==> config.mk <==
export PLATFORM = sky130hd
export DESIGN_NAME = alu_rs_scheduler
export DESIGN_NICKNAME = d
export VERILOG_FILES = /design/src/rtl/alu_rs_scheduler.sv
export SDC_FILE = /design/constraint.sdc
export NUM_CORES = 2
export LEC_CHECK = 0
export CAP_MARGIN = 20
export CORE_MARGIN = 2
export CORE_UTILIZATION = 35
export DETAILED_ROUTE_END_ITERATION = 10
export PLACE_DENSITY = 0.52
export SLEW_MARGIN = 10
export SYNTH_ARGS = -nofsm -noshare
export SYNTH_HDL_FRONTEND = slang
export SYNTH_SLANG_ARGS = --single-unit
==> constraint.sdc <==
create_clock -name clk_in -period 16.35 [get_ports clk_in]
set_input_delay 3.27 -clock clk_in [delete_from_list [all_inputs] [get_ports clk_in]]
set_output_delay 3.27 -clock clk_in [all_outputs]
set_load 0.01 [all_outputs]
==> src/rtl/alu_rs_scheduler.sv <==
// alu_rs_scheduler: reservation station and single-issue scheduler for the
// combinational integer ALU/branch EX unit.
//
// Decoded ALU instructions are buffered, their pending operands are woken
// from the external CDB and from this unit's own registered result, and the
// lowest-index ready entry is dispatched each cycle. The EX result is then
// registered and broadcast on the ALU CDB port, tagged with its ROB index.
//
// Ports
//   clk_in, rst_in (sync, active-high), rdy_in (low = freeze), clear (flush)
//   issue_*         : new instruction from the decoder; full = no free entry
//   cdb_*           : external CDB broadcast (wakeup source)
//   ex_type/vj/vk/a/pc : combinational operands of the selected entry to EX
//   ex_value, ex_jumppc: EX results for the dispatched entry
//   res_*           : registered ALU result broadcast
module alu_rs_scheduler #(
   parameter int unsigned ENTRIES = 8,
   parameter int unsigned DATA_W  = 32,
   parameter int unsigned TYPE_W  = 6,
   parameter int unsigned ROB_W   = 4
) (
   input  logic              clk_in,
   input  logic              rst_in,
   input  logic              rdy_in,
   input  logic              clear,
   input  logic              issue_valid,
   input  logic [TYPE_W-1:0] issue_type,
   input  logic              issue_qj_busy,
   input  logic [ROB_W-1:0]  issue_qj,
   input  logic [DATA_W-1:0] issue_vj,
   input  logic              issue_qk_busy,
   input  logic [ROB_W-1:0]  issue_qk,
   input  logic [DATA_W-1:0] issue_vk,
   input  logic [DATA_W-1:0] issue_a,
   input  logic [DATA_W-1:0] issue_pc,
   input  logic [ROB_W-1:0]  issue_rob,
   output logic              full,
   input  logic              cdb_valid,
   input  logic [ROB_W-1:0]  cdb_rob,
   input  logic [DATA_W-1:0] cdb_value,
   output logic [TYPE_W-1:0] ex_type,
   output logic [DATA_W-1:0] ex_vj,
   output logic [DATA_W-1:0] ex_vk,
   output logic [DATA_W-1:0] ex_a,
   output logic [DATA_W-1:0] ex_pc,
   input  logic [DATA_W-1:0] ex_value,
   input  logic [DATA_W-1:0] ex_jumppc,
   output logic              res_valid,
   output logic [ROB_W-1:0]  res_rob,
   output logic [DATA_W-1:0] res_value,
   output logic [DATA_W-1:0] res_jumppc
);

   localparam int unsigned IDX_W = (ENTRIES > 1) ? $clog2(ENTRIES) : 1;
   localparam int unsigned CNT_W = $clog2(ENTRIES + 1);

   // Control state (reset)
   logic [ENTRIES-1:0] r_busy;
   logic [CNT_W-1:0]   r_count;
   logic               r_full;
   logic               r_res_valid;
   logic [ROB_W-1:0]   r_res_rob;
   logic [DATA_W-1:0]  r_res_value;
   logic [DATA_W-1:0]  r_res_jumppc;

   // Entry payload (not reset; only meaningful while r_busy is set)
   logic [TYPE_W-1:0]  r_type    [ENTRIES];
   logic               r_qj_busy [ENTRIES];
   logic [ROB_W-1:0]   r_qj      [ENTRIES];
   logic [DATA_W-1:0]  r_vj      [ENTRIES];
   logic               r_qk_busy [ENTRIES];
   logic [ROB_W-1:0]   r_qk      [ENTRIES];
   logic [DATA_W-1:0]  r_vk      [ENTRIES];
   logic [DATA_W-1:0]  r_a       [ENTRIES];
   logic [DATA_W-1:0]  r_pc      [ENTRIES];
   logic [ROB_W-1:0]   r_rob     [ENTRIES];

   logic               w_adv;
   logic               w_disp_valid;
   logic [IDX_W-1:0]   w_disp_idx;
   logic               w_free_found;
   logic [IDX_W-1:0]   w_free_idx;
   logic               w_issue_fire;
   logic               w_iss_qj_busy;
   logic [DATA_W-1:0]  w_iss_vj;
   logic               w_iss_qk_busy;
   logic [DATA_W-1:0]  w_iss_vk;
   logic [CNT_W-1:0]   w_count_nxt;

   // State advances only on a non-flush, ready, non-reset cycle
   assign w_adv = rdy_in && !clear;

   // Lowest-index ready entry for dispatch and lowest-index free entry for issue
   always_comb begin
      w_disp_valid = 1'b0;
      w_disp_idx   = '0;
      w_free_found = 1'b0;
      w_free_idx   = '0;
      for (int i = 0; i < int'(ENTRIES); i++) begin
         if (!w_disp_valid && r_busy[i] && !r_qj_busy[i] && !r_qk_busy[i]) begin
            w_disp_valid = 1'b1;
            w_disp_idx   = IDX_W'(i);
         end
         if (!w_free_found && !r_busy[i]) begin
            w_free_found = 1'b1;
            w_free_idx   = IDX_W'(i);
         end
      end
   end

   // Full is the registered count; a free slot always exists when not full
   assign w_issue_fire = issue_valid && !r_full && w_free_found;

   // Issue bypass: capture an operand broadcast in the same cycle it is issued
   always_comb begin
      w_iss_qj_busy = issue_qj_busy;
      w_iss_vj      = issue_vj;
      if (issue_qj_busy) begin
         if (cdb_valid && (cdb_rob == issue_qj)) begin
            w_iss_qj_busy = 1'b0;
            w_iss_vj      = cdb_value;
         end else if (r_res_valid && (r_res_rob == issue_qj)) begin
            w_iss_qj_busy = 1'b0;
            w_iss_vj      = r_res_value;
         end
      end
      w_iss_qk_busy = issue_qk_busy;
      w_iss_vk      = issue_vk;
      if (issue_qk_busy) begin
         if (cdb_valid && (cdb_rob == issue_qk)) begin
            w_iss_qk_busy = 1'b0;
            w_iss_vk      = cdb_value;
         end else if (r_res_valid && (r_res_rob == issue_qk)) begin
            w_iss_qk_busy = 1'b0;
            w_iss_vk      = r_res_value;
         end
      end
   end

   // Occupancy: issue and dispatch in the same cycle cancel out
   always_comb begin
      w_count_nxt = r_count;
      case ({w_issue_fire, w_disp_valid})
         2'b10:   w_count_nxt = r_count + CNT_W'(1);
         2'b01:   w_count_nxt = r_count - CNT_W'(1);
         default: w_count_nxt = r_count;
      endcase
   end

   // Control registers: occupancy, busy flags and the result broadcast
   always_ff @(posedge clk_in) begin
      if (rst_in) begin
         r_busy       <= '0;
         r_count      <= '0;
         r_full       <= 1'b0;
         r_res_valid  <= 1'b0;
         r_res_rob    <= '0;
         r_res_value  <= '0;
         r_res_jumppc <= '0;
      end else if (!rdy_in) begin
         r_busy <= r_busy;
      end else if (clear) begin
         r_busy      <= '0;
         r_count     <= '0;
         r_full      <= 1'b0;
         r_res_valid <= 1'b0;
      end else begin
         if (w_disp_valid) begin
            r_busy[w_disp_idx] <= 1'b0;
         end
         if (w_issue_fire) begin
            r_busy[w_free_idx] <= 1'b1;
         end
         r_count     <= w_count_nxt;
         r_full      <= (w_count_nxt == CNT_W'(ENTRIES));
         r_res_valid <= w_disp_valid;
         if (w_disp_valid) begin
            r_res_rob    <= r_rob[w_disp_idx];
            r_res_value  <= ex_value;
            r_res_jumppc <= ex_jumppc;
         end
      end
   end

   // Entry payload: operand wakeup on waiting entries and issue write to a free one
   always_ff @(posedge clk_in) begin
      if (!rst_in && w_adv) begin
         for (int i = 0; i < int'(ENTRIES); i++) begin
            if (r_busy[i] && r_qj_busy[i]) begin
               if (cdb_valid && (cdb_rob == r_qj[i])) begin
                  r_qj_busy[i] <= 1'b0;
                  r_vj[i]      <= cdb_value;
               end else if (r_res_valid && (r_res_rob == r_qj[i])) begin
                  r_qj_busy[i] <= 1'b0;
                  r_vj[i]      <= r_res_value;
               end
            end
            if (r_busy[i] && r_qk_busy[i]) begin
               if (cdb_valid && (cdb_rob == r_qk[i])) begin
                  r_qk_busy[i] <= 1'b0;
                  r_vk[i]      <= cdb_value;
               end else if (r_res_valid && (r_res_rob == r_qk[i])) begin
                  r_qk_busy[i] <= 1'b0;
                  r_vk[i]      <= r_res_value;
               end
            end
         end
         if (w_issue_fire) begin
            r_type[w_free_idx]    <= issue_type;
            r_qj_busy[w_free_idx] <= w_iss_qj_busy;
            r_qj[w_free_idx]      <= issue_qj;
            r_vj[w_free_idx]      <= w_iss_vj;
            r_qk_busy[w_free_idx] <= w_iss_qk_busy;
            r_qk[w_free_idx]      <= issue_qk;
            r_vk[w_free_idx]      <= w_iss_vk;
            r_a[w_free_idx]       <= issue_a;
            r_pc[w_free_idx]      <= issue_pc;
            r_rob[w_free_idx]     <= issue_rob;
         end
      end
   end

   // EX sees the selected entry directly; don't-care when nothing is ready
   assign ex_type    = r_type[w_disp_idx];
   assign ex_vj      = r_vj[w_disp_idx];
   assign ex_vk      = r_vk[w_disp_idx];
   assign ex_a       = r_a[w_disp_idx];
   assign ex_pc      = r_pc[w_disp_idx];

   assign full       = r_full;
   assign res_valid  = r_res_valid;
   assign res_rob    = r_res_rob;
   assign res_value  = r_res_value;
   assign res_jumppc = r_res_jumppc;

endmodule

* Yosys cells after proc, flatten, opt, wreduce, memory -nomap -nowiden
Memories as Yosys holds them, arrays and structs flattened. A register that Yosys moved wholly into a read port is not among the register bits. Cells that the tools add are included.
Operators by class: bitwise logic cells 36, $add $sub $neg 2, multiplexer cells 235, magnitude comparators 4, eq/ne operators 39, reductions and logical operators 128
Operators with widths (number):
- 2-to-1 mux 32 bit | 22
- 2-to-1 mux 1 bit | 191
- equality test 4 bit | 36
- logical AND 1 bit | 88
- 2-to-1 mux 8 bit | 6
- logical NOT 1 bit | 39
- 2-to-1 mux 3 bit | 12
- OR 1 bit | 32
- AND 8 bit | 1
- less-than comparator 3 x 4 -> 1 bit, second input constant | 2
- inverter 8 bit | 1
- OR 8 bit | 1
- one-hot mux 4 bit (2 select lines) | 1
- demux 1 bit (select 3 bit) | 2
- >= comparator 3 x 1 -> 1 bit, second input constant | 2
- adder 4 x 1 -> 4 bit, second input constant | 1
- equality test 4 bit, second input constant | 1
- 2-to-1 mux 4 bit | 1
- subtractor 4 x 1 -> 4 bit, second input constant | 1
- AND reduction 3 bit | 1
- equality test 2 x 1 -> 1 bit, second input constant | 1
- equality test 2 bit, second input constant | 1
- inverter 1 bit | 1
Storage, ports and cells: memories 10, flip-flop bits (word level) 78, output and inout bits 204, RAM bits 1184, logic and storage cells 460
Memories:
- r_a | words 8, bits a word 32, read ports 1, clocked after Yosys merged registers in 0, wr ports 1, line 74 | logic [DATA_W-1:0] r_a [ENTRIES];
- r_pc | words 8, bits a word 32, read ports 1, clocked after Yosys merged registers in 0, wr ports 1, line 75 | logic [DATA_W-1:0] r_pc [ENTRIES];
- r_vj | words 8, bits a word 32, read ports 1, clocked after Yosys merged registers in 0, wr ports 9, line 70 | logic [DATA_W-1:0] r_vj [ENTRIES];
- r_vk | words 8, bits a word 32, read ports 1, clocked after Yosys merged registers in 0, wr ports 9, line 73 | logic [DATA_W-1:0] r_vk [ENTRIES];
- r_type | words 8, bits a word 6, read ports 1, clocked after Yosys merged registers in 0, wr ports 1, line 67 | logic [TYPE_W-1:0] r_type [ENTRIES];
- r_qj | words 8, bits a word 4, read ports 8, clocked after Yosys merged registers in 0, wr ports 1, line 69 | logic [ROB_W-1:0] r_qj [ENTRIES];
- +4 memories

* Longest topological paths before layout
An unclocked memory read counts as a cell.
depth in word-level cells 53, mapped depth 15

* Worst setup path before layout
Ideal clock, no wire load.
path kind input -> register, start in clear, end mem r_qk_busy[5] (enable), data arrival time 6.991 ns, stages on the path 7, slack 8.968 ns, library setup time 0.391 ns, cells stage by stage nand2b_2 -> or2_2 -> a211o_1 -> or2_1 -> clkbuf_1 -> inv_1 -> or3_1
RTL lines:
- start: declaration | line 25 | input logic clear,
- end: declaration | line 71 | logic r_qk_busy [ENTRIES];

* Final worst setup path
start reg r_busy[1], end out ex_vj[17]
Between the ends: longest elaborated chain between the ends 35
Ends and longest elaborated chain:
- start: declaration | line 58 | logic [ENTRIES-1:0] r_busy;
- start signal: assignment | line 161 | r_busy <= r_busy;
- logical AND 1 bit (*) (3 in a row) | line 100 | if (!w_disp_valid && r_busy[i] && !r_qj_busy[i] && !r_qk_busy[i]) begin
- 2-to-1 mux 1 bit | line 100
- logical NOT 1 bit | line 100
- logical AND 1 bit (3 in a row) | line 100
- 2-to-1 mux 1 bit | line 100
- logical NOT 1 bit | line 100
- logical AND 1 bit (3 in a row) | line 100
- 2-to-1 mux 1 bit | line 100
- [9 not listed]
- 2-to-1 mux 1 bit | line 100
- logical NOT 1 bit | line 100
- logical AND 1 bit (3 in a row) | line 100
- 2-to-1 mux 1 bit | line 100
- logical NOT 1 bit | line 100
- logical AND 1 bit (3 in a row) | line 100
- 2-to-1 mux 3 bit (*) | line 100
- memory (8 x 32 bit) (*)
- end: declaration | line 42 | output logic [DATA_W-1:0] ex_vj,
Mark *: on every way between the ends. The rest lies on a longest branch, timed or not.

==> impl_results.md <==
- Setup TNS: 0 ps
- Non-filler cells, final: approximately 7300
- H-tree levels: 4
- Post-synthesis async set-or-reset flop share: 0
- Max IR drop VDD: 0.07193 mV
- Most frequent cells in the layout: mux2i_1 (1356), edfxtp_1 (1184), clkdlybuf4s50_1 (450)
- Kind of critical path: reg2out
- Hold crit path type: reg2reg
- Startpoint types: flop
- Unrepaired setup endpoints after global routing: false
- Critical path required time: 13080 ps
- Top_reg_cell synth: edfxtp_1
- Ys Warns: 0
- Total power: 7.200 mW
- Footprint of the multi-input gates: 24210 sq um
- Routed WL: between 200000 and 250000 microns
- Kind of end point of the critical path: primary output
- Detailed Route Iter0 Violations: 3236
- Row cnt: 156
- Die width: approximately 430 microns
- WHS: 454.2 ps
- Via count: 42460
- Number of global-route vias before repair: 42770
- RePlAce Congestion: ~0.86
- Leak pwr: 28.54 nW
- Yosys reg bits: 1266
- Slew @ Worst Pin: between 1000 and 1500 ps
- Reg2reg path depth: 8
- Tmin final: 9176 ps
- DRT Pass-1 Iters: 7
- CP Launch Point: r_busy[1]$_SDFFE_PP0P_
- Area growth syn-to-layout: 17.92%
- ANT nets after route: 0
- RR Startpoint: r_busy[1]$_SDFFE_PP0P_
- Mapped Nets: approximately 4800
- Setup violators final: 0
- Fillers: 16650
- Syn_area_per_cell: approximately 14 sq um
- FF-to-FF setup slack: 11720 ps
- Clock Sinks: 1266
- Final worst setup slack: roughly 7200 ps
- Max-slew violations: 0
- Syn Inst Count: 4581
- Starting Density: 0.3519
- Fin. Hold Viols: 0
- CTS tree: built
- Setup Skew: approximately 45 ps
- Core Region: 180500 sq um
- Die ar.: ~180000 sq um
- WL per Instance: 32.03 microns
- Gr usage total: 0.2493
- HPWL Detailed: approximately 140000 microns
- GRT overflow: 0
- Die height: 430.1 microns
- Most common cell after layout, fill and taps aside: mux2i_1
- Setup Fix Bufs, Post-CTS: 0
- Global-route wire length before repair: 332200 microns
- Register Area: approximately 37000 sq um
- Yosys cell types: 68
- Max-slew headroom: 0.2047
- # nets final: around 5100
- Worst Hold Path EP: res_jumppc[8]$_SDFFE_PP0P_
- Hold_sp: res_jumppc[8]$_SDFFE_PP0P_
- Max cap viols: 0
- Final period util: 0.5612
- Largest net degree at the start of global routing: 135
- Synthesized area: 63530 sq um
- Clk_lat worst skew: approximately 800 ps
- CTS buffer count: 151
- Residual DRC: 0
- PD cells: ~96 nW/um^2
- Seq/Total Area, Yosys: 0.5854
- Run status: complete, no violations
- IO Port Bufs: ~460
- Post-CTS resize count: 0
- Maximum clock rate: 0.1090 GHz
- Via/cell ratio: between 5 and 6
- CP max FO: 90
- WHS Path Cells: 2
- Critical Path AT: 5910 ps
- Hold-fix buffer count after cts: 0
- Worst r2r dst: r_busy[3]$_SDFFE_PP0P_
- Reg clk slew, reported paths: 60 ps
- Maximum clock insertion buffer count: 3
- Share of cells above drive strength 1: 0.09491
- Root Driver: clkbuf_16
- IO Pins: 458
- Dpl ws: approximately 8000 ps
- Initial antenna violation count: 14
- EDFF count, synth: between 1000 and 1500
- Placed cell count: 7067
final cells by class:
class	count	area share
inverter	11	0.0008183
clock buffer	198	0.05389
sequential	1266	0.4965
timing repair buffer	610	0.07629
multi-input combinational	2810	0.3231
clock inverter	78	0.009670
tap	2370	0.03958
antenna	5	0.0001670
state kept, by name, summed over array words and instances (netlist names):
| signal | count |
|---|---|
| r_qk | 32 |
| res_jumppc | 32 |
| res_valid | 1 |
| r_vk | 256 |
| r_qj_busy | 8 |
| r_vj | 256 |
| r_a | 256 |
| res_value | 32 |
| res_rob | 4 |
| r_qj | 32 |
| r_rob | 32 |
| r_busy | 8 |
| r_pc | 256 |
| full | 1 |
| r_qk_busy | 8 |
| r_count | 4 |
| r_type | 48 |
power by group:
group	internal, mW	switching [mW]
logic	0.146	0.226
clock network	1.84	1.43
registers	3.55	0.00468
kinds of logic (layout without fill, tap and decap cells):
logic type / Yosys count / in the layout / share of synthesized area
multiplexers: 1357 / 1357 / 0.2138
flip-flops: 1266 / 1266 / 0.5854
AO/OA/AOI/OAI: 879 / 879 / 0.1047
buffers and inverters: 505 / 897 / 0.03781
AND/OR/NAND/NOR: 429 / 429 / 0.03809
XOR/XNOR: 142 / 142 / 0.01958
adder cells (fa/ha/maj): 3 / 3 / 0.0005909
other: 0 / 5 / 0
worst max-delay path: stages, from the launching register on:
cell and delay [ps]:
dfxtp_1 480, or3b_2 560, a21oi_2 290, nand2_8 570
buf_4 590, a21oi_4 260, buf_4 880, a22oi_1 240
o221ai_1 330, clkdlybuf4s50_1 670
per-layer routing:
| metal | global-route usage | share of wire | wire length (microns) |
|---|---|---|---|
| met1 | 0.3182 | 0.41 | 97420 |
| met2 | 0.4271 | 0.50 | 116600 |
| met3 | 0.04040 | 0.056 | 13200 |
| met4 | 0.08710 | 0.034 | 8086 |
| met5 | 0 | 0.00029 | 68 |
synthesized netlist by cell type, drive strengths merged (8+ instances only):
| cell | n | area share |
|---|---|---|
| nand2b | 8 | 0.00083 |
| a41oi | 12 | 0.0017 |
| nor2 | 40 | 0.0025 |
| buf | 203 | 0.020 |
| edfxtp | 1184 | 0.56 |
| or4 | 64 | 0.0076 |
| nor4 | 27 | 0.0057 |
| clkbuf | 291 | 0.017 |
| mux2i | 1356 | 0.21 |
| a21oi | 215 | 0.017 |
| a22oi | 140 | 0.017 |
| dfxtp | 82 | 0.026 |
| inv | 11 | 0.00065 |
| nand2 | 177 | 0.011 |
| xor2 | 65 | 0.0090 |
| a21o | 138 | 0.016 |
| nand3 | 49 | 0.0039 |
| o2bb2ai | 198 | 0.030 |
| o221ai | 134 | 0.018 |
| or2 | 9 | 0.00089 |
| o21ai | 12 | 0.00095 |
| xnor2 | 77 | 0.011 |
| nor3 | 12 | 0.0011 |
worst max path at each step:
| stage | to | depth (start not counted) | slack (ps) |
|---|---|---|---|
| 6_report | ex_vj[17] | 9 | 7170 |
| 5_1_grt | ex_vk[11] | 9 | 7030 |
| 4_1_cts | ex_vk[11] | 9 | 7130 |
| 3_5_place_dp | ex_vk[11] | 9 | 8020 |
| 3_3_place_gp | ex_vk[11] | 9 | 8070 |
| 2_1_floorplan | r_qk_busy[5]$_SDFFCE_PN0P_ | 7 | 8970 |
through the flow:
stage | instance area, sq um | util
6_report | 74920 | 0.4150
5_1_grt | 74910 | 0.4149
4_1_cts | 74910 | 0.4149
3_5_place_dp | 70140 | 0.3885
3_3_place_gp | 70140 | 0.3885
2_1_floorplan | 63530 | -
(Power assumes the default switching activity.)
